===== config.mk =====
export PLATFORM = sky130hd
export DESIGN_NAME = vid_field_arbiter_flat
export DESIGN_NICKNAME = d
export VERILOG_FILES = /design/src/rtl/vid_pkg.sv /design/src/rtl/vid_field_arbiter_if.sv /design/src/rtl/avst_skid_buffer.sv /design/src/rtl/vid_field_arbiter.sv /design/src/flat_wrapper.sv
export SDC_FILE = /design/constraint.sdc
export NUM_CORES = 1
export LEC_CHECK = 0
export ABC_CLOCK_PERIOD_IN_PS = 2840
export CELL_PAD_IN_SITES_DETAIL_PLACEMENT = 0
export CELL_PAD_IN_SITES_GLOBAL_PLACEMENT = 2
export CORE_UTILIZATION = 30
export DETAILED_ROUTE_END_ITERATION = 10
export GPL_ROUTABILITY_DRIVEN = 0
export HOLD_SLACK_MARGIN = 0.08
export PLACE_DENSITY_LB_ADDON = 0.1
export SYNTH_ARGS = -nofsm -noshare
export SYNTH_HDL_FRONTEND = slang
export SYNTH_HIERARCHICAL = 1
export SYNTH_SLANG_ARGS = --single-unit
export TNS_END_PERCENT = 5

===== constraint.sdc =====
create_clock -name clock -period 2.84 [get_ports clock]
set_clock_uncertainty 0.15 [all_clocks]
set_input_delay 0.284 -clock clock [delete_from_list [all_inputs] [get_ports clock]]
set_output_delay 0.284 -clock clock [all_outputs]
set_load 0.01 [all_outputs]

===== src/rtl/vid_pkg.sv =====
// Shared definitions for the video field arbiter: packet types, FSM states
// and the location of the interlace nibble inside the fourth control beat.
package vid_pkg;

    localparam logic [3:0] PKT_CTRL  = 4'hF;
    localparam logic [3:0] PKT_VIDEO = 4'h0;

    // Interlace nibble lives in data[19:16] of control beat index 3.
    localparam int INTERLACE_BIT = 19;
    localparam int FIELD_ID_BIT  = 18;

    // Beat index (0 = header) that carries the interlace nibble.
    localparam logic [2:0] PARITY_BEAT = 3'd3;

    typedef enum logic [1:0] {
        ST_IDLE,
        ST_CTRL,
        ST_GAP,
        ST_BODY
    } arb_state_e;

    // True when the SOP nibble marks a control packet.
    function automatic logic is_ctrl_type(input logic [3:0] pkt_type);
        return pkt_type == PKT_CTRL;
    endfunction

endpackage


===== src/rtl/vid_field_arbiter_if.sv =====
// Avalon-ST video stream bundle (data, SOP/EOP, valid/ready).
// master drives the beat, slave drives ready.
interface vid_field_arbiter_if #(
    parameter int DATA_W = 24
) ();

    logic [DATA_W-1:0] data;
    logic              valid;
    logic              ready;
    logic              startofpacket;
    logic              endofpacket;

    modport master (
        output data, valid, startofpacket, endofpacket,
        input  ready
    );

    modport slave (
        input  data, valid, startofpacket, endofpacket,
        output ready
    );

endinterface


===== src/rtl/avst_skid_buffer.sv =====
// Two-entry Avalon-ST skid buffer carrying data plus SOP/EOP.
// The output is taken straight from storage, and in_ready depends only on
// the fill level, so neither side sees a combinational path from the other.
module avst_skid_buffer #(
    parameter int DATA_W = 24
) (
    input  logic              clock,
    input  logic              reset,
    input  logic [DATA_W-1:0] in_data,
    input  logic              in_sop,
    input  logic              in_eop,
    input  logic              in_valid,
    output logic              in_ready,
    output logic [DATA_W-1:0] out_data,
    output logic              out_sop,
    output logic              out_eop,
    output logic              out_valid,
    input  logic              out_ready
);

    localparam int W = DATA_W + 2;

    logic [W-1:0] mem_q [2];
    logic [W-1:0] mem_d [2];
    logic         rd_ptr_q, rd_ptr_d;
    logic         wr_ptr_q, wr_ptr_d;
    logic [1:0]   count_q, count_d;
    logic         push, pop;

    assign in_ready  = (count_q != 2'd2);
    assign out_valid = (count_q != 2'd0);
    assign {out_sop, out_eop, out_data} = mem_q[rd_ptr_q];

    assign push = in_valid & in_ready;
    assign pop  = out_valid & out_ready;

    // Next storage contents, pointers and fill level from push/pop.
    always_comb begin
        mem_d    = mem_q;
        wr_ptr_d = wr_ptr_q;
        rd_ptr_d = rd_ptr_q;
        count_d  = count_q;
        if (push) begin
            mem_d[wr_ptr_q] = {in_sop, in_eop, in_data};
            wr_ptr_d        = ~wr_ptr_q;
        end
        if (pop) begin
            rd_ptr_d = ~rd_ptr_q;
        end
        case ({push, pop})
            2'b10:   count_d = count_q + 2'd1;
            2'b01:   count_d = count_q - 2'd1;
            default: count_d = count_q;
        endcase
    end

    // Storage and pointer registers; reset empties the buffer and zeroes data.
    always_ff @(posedge clock) begin
        if (reset) begin
            mem_q[0] <= '0;
            mem_q[1] <= '0;
            wr_ptr_q <= 1'b0;
            rd_ptr_q <= 1'b0;
            count_q  <= 2'd0;
        end else begin
            mem_q    <= mem_d;
            wr_ptr_q <= wr_ptr_d;
            rd_ptr_q <= rd_ptr_d;
            count_q  <= count_d;
        end
    end

endmodule


===== src/rtl/vid_field_arbiter.sv =====
// Packet-atomic round-robin arbiter for two Avalon-ST video sources.
// A grant spans a control packet plus the following non-control packet, so
// frame parameters never get separated from their pixels. Also tracks field
// parity per source and counts completed frame units.
module vid_field_arbiter
    import vid_pkg::*;
#(
    parameter int DATA_W = 24,
    parameter int CNT_W  = 16
) (
    input  logic                 clock,
    input  logic                 reset,
    vid_field_arbiter_if.slave   asi_in0,
    vid_field_arbiter_if.slave   asi_in1,
    vid_field_arbiter_if.master  aso_out0,
    output logic                 grant,
    output logic [CNT_W-1:0]     unit_count,
    output logic                 parity_err
);

    arb_state_e        state_q, state_d;
    logic              grant_q, grant_d;
    logic              last_q, last_d;
    logic [CNT_W-1:0]  unit_count_q, unit_count_d;
    logic [2:0]        beat_idx_q, beat_idx_d;
    logic [1:0]        field_id_q, field_id_d;
    logic [1:0]        field_vld_q, field_vld_d;
    logic              parity_err_q, parity_err_d;

    logic [1:0]        in_valid, in_sop, in_eop, in_ready, req;
    logic [DATA_W-1:0] in_data [2];
    logic              pick, sel;
    logic              pkt_start, beat_acc, unit_done;
    logic [DATA_W-1:0] sel_data;

    logic [DATA_W-1:0] buf_in_data;
    logic              buf_in_sop, buf_in_eop, buf_in_valid, buf_in_ready;

    assign in_valid   = {asi_in1.valid, asi_in0.valid};
    assign in_sop     = {asi_in1.startofpacket, asi_in0.startofpacket};
    assign in_eop     = {asi_in1.endofpacket, asi_in0.endofpacket};
    assign in_data[0] = asi_in0.data;
    assign in_data[1] = asi_in1.data;
    assign asi_in0.ready = in_ready[0];
    assign asi_in1.ready = in_ready[1];

    assign grant      = grant_q;
    assign unit_count = unit_count_q;
    assign parity_err = parity_err_q;

    // Requester choice in IDLE: the input not granted last wins a tie.
    always_comb begin
        req  = in_valid & in_sop;
        pick = (req == 2'b11) ? ~last_q : req[1];
        sel  = (state_q == ST_IDLE) ? pick : grant_q;
        sel_data = in_data[sel];
    end

    // FSM next state, input readies, buffer push, parity and unit counting.
    always_comb begin
        state_d      = state_q;
        grant_d      = grant_q;
        last_d       = last_q;
        unit_count_d = unit_count_q;
        beat_idx_d   = beat_idx_q;
        field_id_d   = field_id_q;
        field_vld_d  = field_vld_q;
        parity_err_d = 1'b0;
        in_ready     = 2'b00;
        buf_in_valid = 1'b0;
        buf_in_data  = sel_data;
        buf_in_sop   = in_sop[sel];
        buf_in_eop   = in_eop[sel];
        pkt_start    = 1'b0;
        beat_acc     = 1'b0;
        unit_done    = 1'b0;

        case (state_q)
            ST_IDLE: begin
                for (int i = 0; i < 2; i++) begin
                    if (in_valid[i] && !in_sop[i]) begin
                        in_ready[i] = 1'b1;
                    end
                end
                if (req != 2'b00) begin
                    in_ready[pick] = buf_in_ready;
                    buf_in_valid   = 1'b1;
                    pkt_start      = buf_in_ready;
                end
            end
            ST_CTRL, ST_BODY: begin
                in_ready[grant_q] = buf_in_ready;
                buf_in_valid      = in_valid[grant_q];
                beat_acc          = in_valid[grant_q] & buf_in_ready;
            end
            ST_GAP: begin
                in_ready[grant_q] = buf_in_ready;
                buf_in_valid      = in_valid[grant_q] & in_sop[grant_q];
                pkt_start         = buf_in_valid & buf_in_ready;
            end
            default: begin
                state_d = ST_IDLE;
            end
        endcase

        if (pkt_start) begin
            grant_d = sel;
            if (is_ctrl_type(sel_data[3:0])) begin
                beat_idx_d = 3'd1;
                state_d    = in_eop[sel] ? ST_GAP : ST_CTRL;
            end else begin
                state_d   = in_eop[sel] ? ST_IDLE : ST_BODY;
                unit_done = in_eop[sel];
            end
        end

        if (beat_acc) begin
            if (state_q == ST_CTRL) begin
                if (beat_idx_q == PARITY_BEAT) begin
                    if (sel_data[INTERLACE_BIT] && field_vld_q[grant_q] &&
                        (sel_data[FIELD_ID_BIT] == field_id_q[grant_q])) begin
                        parity_err_d = 1'b1;
                    end
                    field_id_d[grant_q]  = sel_data[FIELD_ID_BIT];
                    field_vld_d[grant_q] = 1'b1;
                end
                if (beat_idx_q < 3'd4) begin
                    beat_idx_d = beat_idx_q + 3'd1;
                end
                if (in_eop[grant_q]) begin
                    state_d = ST_GAP;
                end
            end else if (in_eop[grant_q]) begin
                state_d   = ST_IDLE;
                unit_done = 1'b1;
            end
        end

        if (unit_done) begin
            unit_count_d = unit_count_q + 1'b1;
            last_d       = sel;
        end

        if (reset) begin
            in_ready = 2'b00;
        end
    end

    // Arbiter state registers; reset favours input 0 on the first decision.
    always_ff @(posedge clock) begin
        if (reset) begin
            state_q      <= ST_IDLE;
            grant_q      <= 1'b0;
            last_q       <= 1'b1;
            unit_count_q <= '0;
            beat_idx_q   <= 3'd0;
            field_id_q   <= 2'b00;
            field_vld_q  <= 2'b00;
            parity_err_q <= 1'b0;
        end else begin
            state_q      <= state_d;
            grant_q      <= grant_d;
            last_q       <= last_d;
            unit_count_q <= unit_count_d;
            beat_idx_q   <= beat_idx_d;
            field_id_q   <= field_id_d;
            field_vld_q  <= field_vld_d;
            parity_err_q <= parity_err_d;
        end
    end

    avst_skid_buffer #(
        .DATA_W (DATA_W)
    ) u_skid (
        .clock     (clock),
        .reset     (reset),
        .in_data   (buf_in_data),
        .in_sop    (buf_in_sop),
        .in_eop    (buf_in_eop),
        .in_valid  (buf_in_valid),
        .in_ready  (buf_in_ready),
        .out_data  (aso_out0.data),
        .out_sop   (aso_out0.startofpacket),
        .out_eop   (aso_out0.endofpacket),
        .out_valid (aso_out0.valid),
        .out_ready (aso_out0.ready)
    );

endmodule


===== src/flat_wrapper.sv =====
// flat-port wrapper written by rule: the top's interface ports become plain ports
module vid_field_arbiter_flat import vid_pkg::*;
#(
    parameter int DATA_W = 24,
    parameter int CNT_W  = 16
)
  (clock, reset, grant, unit_count, parity_err, asi_in0_data, asi_in0_valid, asi_in0_startofpacket, asi_in0_endofpacket, asi_in0_ready, asi_in1_data, asi_in1_valid, asi_in1_startofpacket, asi_in1_endofpacket, asi_in1_ready, aso_out0_data, aso_out0_valid, aso_out0_startofpacket, aso_out0_endofpacket, aso_out0_ready);
  vid_field_arbiter_if #(.DATA_W(DATA_W)) asi_in0_i ();
  vid_field_arbiter_if #(.DATA_W(DATA_W)) asi_in1_i ();
  vid_field_arbiter_if #(.DATA_W(DATA_W)) aso_out0_i ();
  input  logic clock;
  input  logic reset;
  output logic grant;
  output logic [CNT_W-1:0] unit_count;
  output logic parity_err;
  input wire logic [$bits(asi_in0_i.data)-1:0] asi_in0_data;
  input wire logic [$bits(asi_in0_i.valid)-1:0] asi_in0_valid;
  input wire logic [$bits(asi_in0_i.startofpacket)-1:0] asi_in0_startofpacket;
  input wire logic [$bits(asi_in0_i.endofpacket)-1:0] asi_in0_endofpacket;
  output wire logic [$bits(asi_in0_i.ready)-1:0] asi_in0_ready;
  input wire logic [$bits(asi_in1_i.data)-1:0] asi_in1_data;
  input wire logic [$bits(asi_in1_i.valid)-1:0] asi_in1_valid;
  input wire logic [$bits(asi_in1_i.startofpacket)-1:0] asi_in1_startofpacket;
  input wire logic [$bits(asi_in1_i.endofpacket)-1:0] asi_in1_endofpacket;
  output wire logic [$bits(asi_in1_i.ready)-1:0] asi_in1_ready;
  output wire logic [$bits(aso_out0_i.data)-1:0] aso_out0_data;
  output wire logic [$bits(aso_out0_i.valid)-1:0] aso_out0_valid;
  output wire logic [$bits(aso_out0_i.startofpacket)-1:0] aso_out0_startofpacket;
  output wire logic [$bits(aso_out0_i.endofpacket)-1:0] aso_out0_endofpacket;
  input wire logic [$bits(aso_out0_i.ready)-1:0] aso_out0_ready;
  assign asi_in0_i.data = asi_in0_data;
  assign asi_in0_i.valid = asi_in0_valid;
  assign asi_in0_i.startofpacket = asi_in0_startofpacket;
  assign asi_in0_i.endofpacket = asi_in0_endofpacket;
  assign asi_in0_ready = asi_in0_i.ready;
  assign asi_in1_i.data = asi_in1_data;
  assign asi_in1_i.valid = asi_in1_valid;
  assign asi_in1_i.startofpacket = asi_in1_startofpacket;
  assign asi_in1_i.endofpacket = asi_in1_endofpacket;
  assign asi_in1_ready = asi_in1_i.ready;
  assign aso_out0_data = aso_out0_i.data;
  assign aso_out0_valid = aso_out0_i.valid;
  assign aso_out0_startofpacket = aso_out0_i.startofpacket;
  assign aso_out0_endofpacket = aso_out0_i.endofpacket;
  assign aso_out0_i.ready = aso_out0_ready;
  vid_field_arbiter #(.DATA_W(DATA_W), .CNT_W(CNT_W)) u_core (.clock(clock), .reset(reset), .asi_in0(asi_in0_i), .asi_in1(asi_in1_i), .aso_out0(aso_out0_i), .grant(grant), .unit_count(unit_count), .parity_err(parity_err));
endmodule

# == Word level (Yosys, flattened, before mapping) ==
# Index checks and enable logic that the tools add are counted.
# word_totals
regBits,84
input_bits,57
out_inout_bits,47
elab_cells,134
# op_classes
n_addsub,4
magnitude_cmp,10
n_eq_ne,10
mux,63
n_bitwise,17
n_reduce_logical,17
# ops
operator,count
$mux W26,4
$mux W24,3
$bwmux W52,1
$mux W1,31
$demux W26 S1,1
$mux W2,10
$add A16 B1 Y16 const B,1
$mux W3,5
$eq A2 B2 Y1 const B,4
$pmux W2 S2,2
$logic_and A1 B1 Y1,7
$ge A2 B2 Y1 const B,3
$lt A1 B2 Y1 const B,3
$not A1 Y1,6
$not A1 Y2,3
$reduce_bool A2 Y1,3
$and A1 B1 Y1,5
$and A2 B2 Y2,2
$bwmux W2,2
$eq A2 B1 Y1 const B,2
$eq A4 B4 Y1 const B,1
$reduce_or A4 Y1,1
$add A3 B1 Y3 const B,1
$eq A3 B2 Y1 const B,1
other kinds (16),19

# == Depth between registers and ports, before layout ==
# logic_depth
depth_word,14
mapped_depth,10
ltp_nobuf,8

# == By module ==
# Netlist, hierarchy kept.
# by_module_without_submodules
mod,n_inst,cells_each,area_per_inst_um2,seq_area_each_um2
avst_skid_buffer,1,282,2677.6,1121.1
vid_field_arbiter,1,208,1823.0,560.5

# == Least setup slack after synthesis ==
# Ideal clock, no wire load.
# synth_timing
kind,register -> register
startpoint,"register u_core.grant_q, in the netlist u_core/grant"
endpoint,"register u_core.unit_count_q[1], in the netlist u_core/unit_count[1]"
setup_time_ns,0.128
arrival_time_ns,2.219
required_time_ns,2.562
setup_slack_ns,0.343
path_stages_with_launch,11
path_buffers,3
synth_period_minus_slack_ns,2.497
cell_sequence,dfxtp_1 > buf_6 > o21a_1 > a41oi_1 > mux2_2 > ha_1 > a22oi_2 > buf_2 > buf_2 > mux2i_1 > nor2_1
# synth_between
elab_cells_between_ends,24
cone_classes,eq/ne: 1; mux: 19; bitwise: 4
# synth_lines
element,line,text
start: declaration,vid_field_arbiter.sv:22,"logic grant_q, grant_d;"
start signal: assignment,vid_field_arbiter.sv:162,grant_q <= grant_d;
$mux W1 *,vid_field_arbiter.sv:55,sel = (state_q == ST_IDLE) ? pick : grant_q;
$mux W1 * (2 in a row),n/a,
via u_core.buf_in_eop,vid_field_arbiter.sv:37,"logic buf_in_sop, buf_in_eop, buf_in_valid, buf_in_ready;"
$mux W1 *,vid_field_arbiter.sv:108,if (is_ctrl_type(sel_data[3:0])) begin
$mux W1 *,vid_field_arbiter.sv:106,if (pkt_start) begin
$mux W1,vid_field_arbiter.sv:133,end else if (in_eop[grant_q]) begin
$mux W1,vid_field_arbiter.sv:118,if (state_q == ST_CTRL) begin
$mux W1 *,vid_field_arbiter.sv:117,if (beat_acc) begin
end signal: assignment,vid_field_arbiter.sv:164,unit_count_q <= unit_count_d;
end: declaration,vid_field_arbiter.sv:24,"logic [CNT_W-1:0] unit_count_q, unit_count_d;"
# The timed path passes the listed nets; every way through them passes the cells marked *. The select of a mux whose other input is x is not followed.
# A chain may end at the register's enable or synchronous reset.

# == Final worst setup path ==
# layout_timing
startpoint,register u_core.state_q[0]
endpoint,output port asi_in1_ready
# layout_between
elab_chain_cells,4
elab_cells_between_ends,7
cone_classes,eq/ne: 3; mux: 2; reduce/logical: 2
# layout_rtl
element,line,text
start: declaration,vid_field_arbiter.sv:21,"arb_state_e state_q, state_d;"
start signal: assignment,vid_field_arbiter.sv:161,state_q <= state_d;
$eq A2 B2 Y1 or $eq A2 B1 Y1 (tied branches),vid_field_arbiter.sv:78,case (state_q)
$reduce_or A3 Y1 (no line),n/a,
$pmux W2 S2 *,vid_field_arbiter.sv:78,
$mux W2 *,vid_field_arbiter.sv:144,if (reset) begin
end: declaration,flat_wrapper.sv:25,output wire logic [$bits(asi_in1_i.ready)-1:0] asi_in1_ready;
# Every way passes the cells marked *; elsewhere a longest branch is shown, timed or not.

==> metrics.txt <==
# TYPE chip_impl_metric gauge
chip_impl_metric{name="finalCritPeriodShare",unit="%"} 89.1
chip_impl_metric{name="irDropWorstVdd",unit="uV"} 323
chip_impl_metric{name="clk_path_buf_depth",unit=""} 2
chip_impl_metric{name="drt-initial-drc-count",unit=""} 145
chip_impl_metric{name="cts_hold_repair.buffers",unit=""} 0
chip_impl_metric{name="insertion_delay",unit="ns"} 0.34
chip_impl_info{name="criticalPathCategory",value="reg2out"} 1
chip_impl_metric{name="intPower",unit="uW"} 2780
chip_impl_metric{name="timing_max_transition_violations_final",unit=""} 0
chip_impl_metric{name="grt-ovfl-total",unit=""} 0
chip_impl_metric{name="path_max_fanout",unit=""} 8
chip_impl_metric{name="die_span_in_y",unit="um"} 124
chip_impl_metric{name="yosys_register_bits",unit=""} 84
chip_impl_info{name="cts_tree",value="yes"} 1
chip_impl_metric{name="setup_tns_final",unit="ns"} 0
chip_impl_metric{name="synthCells",unit=""} 490
chip_impl_metric{name="inserted_diodes",unit=""} 0
chip_impl_info{name="sort_of_element_at_the_end_of_the_critical_path",value="primary output"} 1
chip_impl_metric{name="switching_share",unit="%"} 31.1
chip_impl_info{name="ys_dominant_reg_cell",value="sky130_fd_sc_hd__dfxtp_1"} 1
chip_impl_metric{name="synth_nets",unit=""} 551
chip_impl_metric{name="cts_made_buffers",unit=""} 9
chip_impl_metric{name="grt_max_degree",unit=""} 110
chip_impl_metric{name="dp_slack",unit="ns"} 0.0909
chip_impl_info{name="final_cell_mix",value="sky130_fd_sc_hd__clkdlybuf4s50_1 (102), sky130_fd_sc_hd__dfxtp_1 (84), sky130_fd_sc_hd__nand2b_1 (57), sky130_fd_sc_hd__mux2_2 (54), sky130_fd_sc_hd__o21ai_0 (53)"} 1
chip_impl_metric{name="switchingPower",unit="uW"} 1260
chip_impl_metric{name="first_global_vias",unit=""} 3808
chip_impl_metric{name="report.final.hold_viol_count",unit=""} 0
chip_impl_metric{name="die_w",unit="um"} 124
chip_impl_metric{name="routed-via-count",unit=""} 3795
chip_impl_metric{name="power.density_cell_area",unit="nW/um^2"} 668
chip_impl_metric{name="ios",unit=""} 104
chip_impl_metric{name="slew-limit-headroom",unit="%"} 70.4
chip_impl_info{name="unrepaired_setup_endpoints_after_global_routing",value="no"} 1
chip_impl_metric{name="antenna_violations_before_repair",unit=""} 0
chip_impl_info{name="min-delay-path-class",value="in2reg"} 1
chip_impl_metric{name="cp_data_arrival_time",unit="ns"} 2.10
chip_impl_metric{name="met1_capacity_usage_during_global_routing",unit="%"} 19.8
chip_impl_info{name="critical_path_launch_point_type",value="flop"} 1
chip_impl_metric{name="grt_pass1_wl",unit="um"} 19100
chip_impl_metric{name="timing.final.setup_violations",unit=""} 0
chip_impl_metric{name="detail_route.drc_violations",unit=""} 0
chip_impl_metric{name="ctsHtreeMaxLevel",unit=""} 3
chip_impl_metric{name="max_cap_violations",unit=""} 0
chip_impl_metric{name="pwr-share-clk",unit="%"} 27.6
chip_impl_metric{name="post-dp-hpwl",unit="um"} 7710
chip_impl_metric{name="drt-total-wl",unit="um"} 11700
chip_impl_info{name="clockRootBuffer",value="sky130_fd_sc_hd__clkbuf_16"} 1
chip_impl_metric{name="max_clock_freq",unit="MHz"} 395
chip_impl_metric{name="number_of_flops_mapped_to_enable_cells_by_yosys",unit=""} 0
chip_impl_metric{name="rows",unit=""} 44
chip_impl_metric{name="synth-async-reset-ratio",unit="%"} 0
chip_impl_metric{name="netlist_area",unit="um^2"} 4500
chip_impl_metric{name="dieArea",unit="um^2"} 15500
chip_impl_metric{name="overall_global_routing_resource_usage",unit="%"} 15.4
chip_impl_metric{name="routedWlPerCell",unit="um"} 15.1
chip_impl_info{name="yosysTopAreaCell",value="sky130_fd_sc_hd__dfxtp_1"} 1
chip_impl_metric{name="power.sequential.fraction",unit="%"} 35.8
chip_impl_info{name="layer_with_the_highest_usage",value="met2"} 1
chip_impl_metric{name="reg2regPathDepth",unit=""} 8
chip_impl_metric{name="yosysWarnings",unit=""} 6
chip_impl_metric{name="comb_power_share",unit="%"} 36.6
chip_impl_metric{name="numPortBuffers",unit=""} 103
chip_impl_metric{name="post_synth_num_cell_types",unit=""} 49
chip_impl_info{name="run_status",value="finished clean"} 1
chip_impl_metric{name="drive_above_1_share",unit="%"} 16.1
chip_impl_info{name="ranking_of_synthesized_cells_by_area",value="sky130_fd_sc_hd__dfxtp_1 (37%), sky130_fd_sc_hd__mux2_2 (14%), sky130_fd_sc_hd__nand2b_1 (7.9%)"} 1
chip_impl_metric{name="timing.hold.worst_path_depth",unit=""} 2
chip_impl_metric{name="areaGrowthSynthToFinish",unit="%"} 34.2
chip_impl_metric{name="post_drt_via_cell_ratio",unit=""} 4.91
chip_impl_metric{name="fillerInstances",unit=""} 1440
chip_impl_metric{name="measured_slew_at_the_worst_slew_check_pin",unit="ns"} 0.444
chip_impl_metric{name="period_minus_slack",unit="ns"} 2.53
chip_impl_metric{name="number_of_gates_given_a_new_drive_strength_after_cts",unit=""} 0
chip_impl_metric{name="cts_setup_buffers",unit=""} 0
chip_impl_metric{name="postRouteAntennaNets",unit=""} 0
chip_impl_metric{name="synth_area_per_cell",unit="um^2"} 9.18
chip_impl_metric{name="synth_top_area_share",unit="%"} 37.4
chip_impl_metric{name="drt_pre_antenna_iters",unit=""} 4
chip_impl_metric{name="postLayoutSetupSlackWorst",unit="ns"} 0.310
chip_impl_metric{name="cts_sinks",unit=""} 84
chip_impl_metric{name="floorplan.initialDensity",unit="%"} 30.8
chip_impl_metric{name="grt_use_met3",unit="%"} 3.91
chip_impl_metric{name="grtUsageMet2",unit="%"} 25.2
chip_impl_metric{name="p_leak",unit="uW"} 0.00218
chip_impl_metric{name="yosysSeqAreaShare",unit="%"} 37.4
chip_impl_metric{name="timing.critical_path.required",unit="ns"} 2.41
chip_impl_metric{name="core_region_area",unit="um^2"} 14600
chip_impl_metric{name="layout.nets",unit=""} 647
chip_impl_info{name="mostFrequentLayoutCell",value="sky130_fd_sc_hd__clkdlybuf4s50_1"} 1
chip_impl_metric{name="clock_pin_slew_of_the_registers_on_the_worst_case_setup_and_hold_paths",unit="ns"} 0.06
state kept, by name, summed over array words and instances, names as in the netlist:
signal,flops
u_core/u_skid/mem_q,52
u_core/parity_err,1
u_core/state_q,2
u_core/unit_count,16
u_core/u_skid/count_q,2
u_core/u_skid/wr_ptr_q,1
u_core/u_skid/rd_ptr_q,1
u_core/beat_idx_q,3
u_core/grant,1
u_core/field_id_q,2
u_core/field_vld_q,2
u_core/last_q,1
cell type report:
class | instances | area (um^2) | share of cell area [%]
clock buffers | 11 | 233 | 3.85
clock inverters | 3 | 40.0 | 0.663
inverters | 7 | 28.8 | 0.477
multi-input cells | 364 | 2630 | 43.6
flip-flops and latches | 84 | 1680 | 27.8
well taps | 184 | 230 | 3.81
repair buffers | 120 | 1190 | 19.7
per-layer routing:
layer  routed length [um]  part of all wire (%)
met1                 5640                    48
met2                 5440                    47
met3                  432                   3.7
met4                  157                   1.3
met5                    0                     0
worst paths after layout:
check / slack, ns / from / endpoint
worst max-delay path: 0.31 / u_core/state_q[0] / asi_in1_ready
worst min-delay path: 0.09 / reset / u_core/last_q
worst max register to register: 0.31 / u_core/state_q[0] / u_core/unit_count[13]
worst min register to register: 0.31 / u_core/field_vld_q[1] / u_core/field_vld_q[1]
synthesized netlist by cell type (all sizes together) (8+ instances only):
library cell   n
a21oi         20
buf           15
clkbuf        20
dfxtp         84
mux2          54
mux2i         31
nand2         15
nand2b        58
nand3          9
nor2          16
nor2b         28
o21ai         66
or3            8
stage by stage:
step | utilization (%) | std cells | cell area [um^2] | hold slack (ns) | total power [uW]
after detailed placement | 39.5 | 759 | 5770 | 0.297 | 2970
after floorplan | - | 490 | 4500 | 0.275 | 2350
after CTS | 41.4 | 773 | 6040 | 0.0844 | 4110
final | 41.4 | 773 | 6040 | 0.0932 | 4030
after global routing | 41.4 | 773 | 6040 | 0.0889 | 4300
after global placement | 39.5 | 759 | 5770 | 0.286 | 2950
kinds of logic (layout without fill, tap and decap cells):
| family | Yosys count | after routing | synth area share [%] |
|---|---|---|---|
| muxes | 85 | 85 | 20.4 |
| xor gates and xnor gates | 5 | 5 | 0.973 |
| adders and majority gates | 4 | 4 | 1.11 |
| AOI/OAI and AO/OA | 106 | 106 | 13.5 |
| buffers and inverters | 42 | 141 | 4.53 |
| DFF | 84 | 84 | 37.4 |
| and+or+nand+nor | 164 | 164 | 22.2 |
worst max-delay path, cell delays in order, from the launching register on:
cell and delay (ns):
sky130_fd_sc_hd__dfxtp_1 0.36, sky130_fd_sc_hd__nor2_1 0.36, sky130_fd_sc_hd__a41oi_4 0.22, sky130_fd_sc_hd__inv_1 0.11
sky130_fd_sc_hd__a32oi_1 0.05, sky130_fd_sc_hd__nor2_1 0.10, sky130_fd_sc_hd__clkdlybuf4s50_1 0.55
power by group through the flow:
stage / Combinational (uW) / Clock (uW) / Sequential (uW)
finish: 1480 / 1110 / 1450
global route: 1610 / 1210 / 1470
CTS: 1510 / 1160 / 1450
detailed placement: 1500 / 0 / 1470
global placement: 1490 / 0 / 1460
floorplan: 914 / 0 / 1440
No activity file was read; power rests on OpenSTA's default activity.
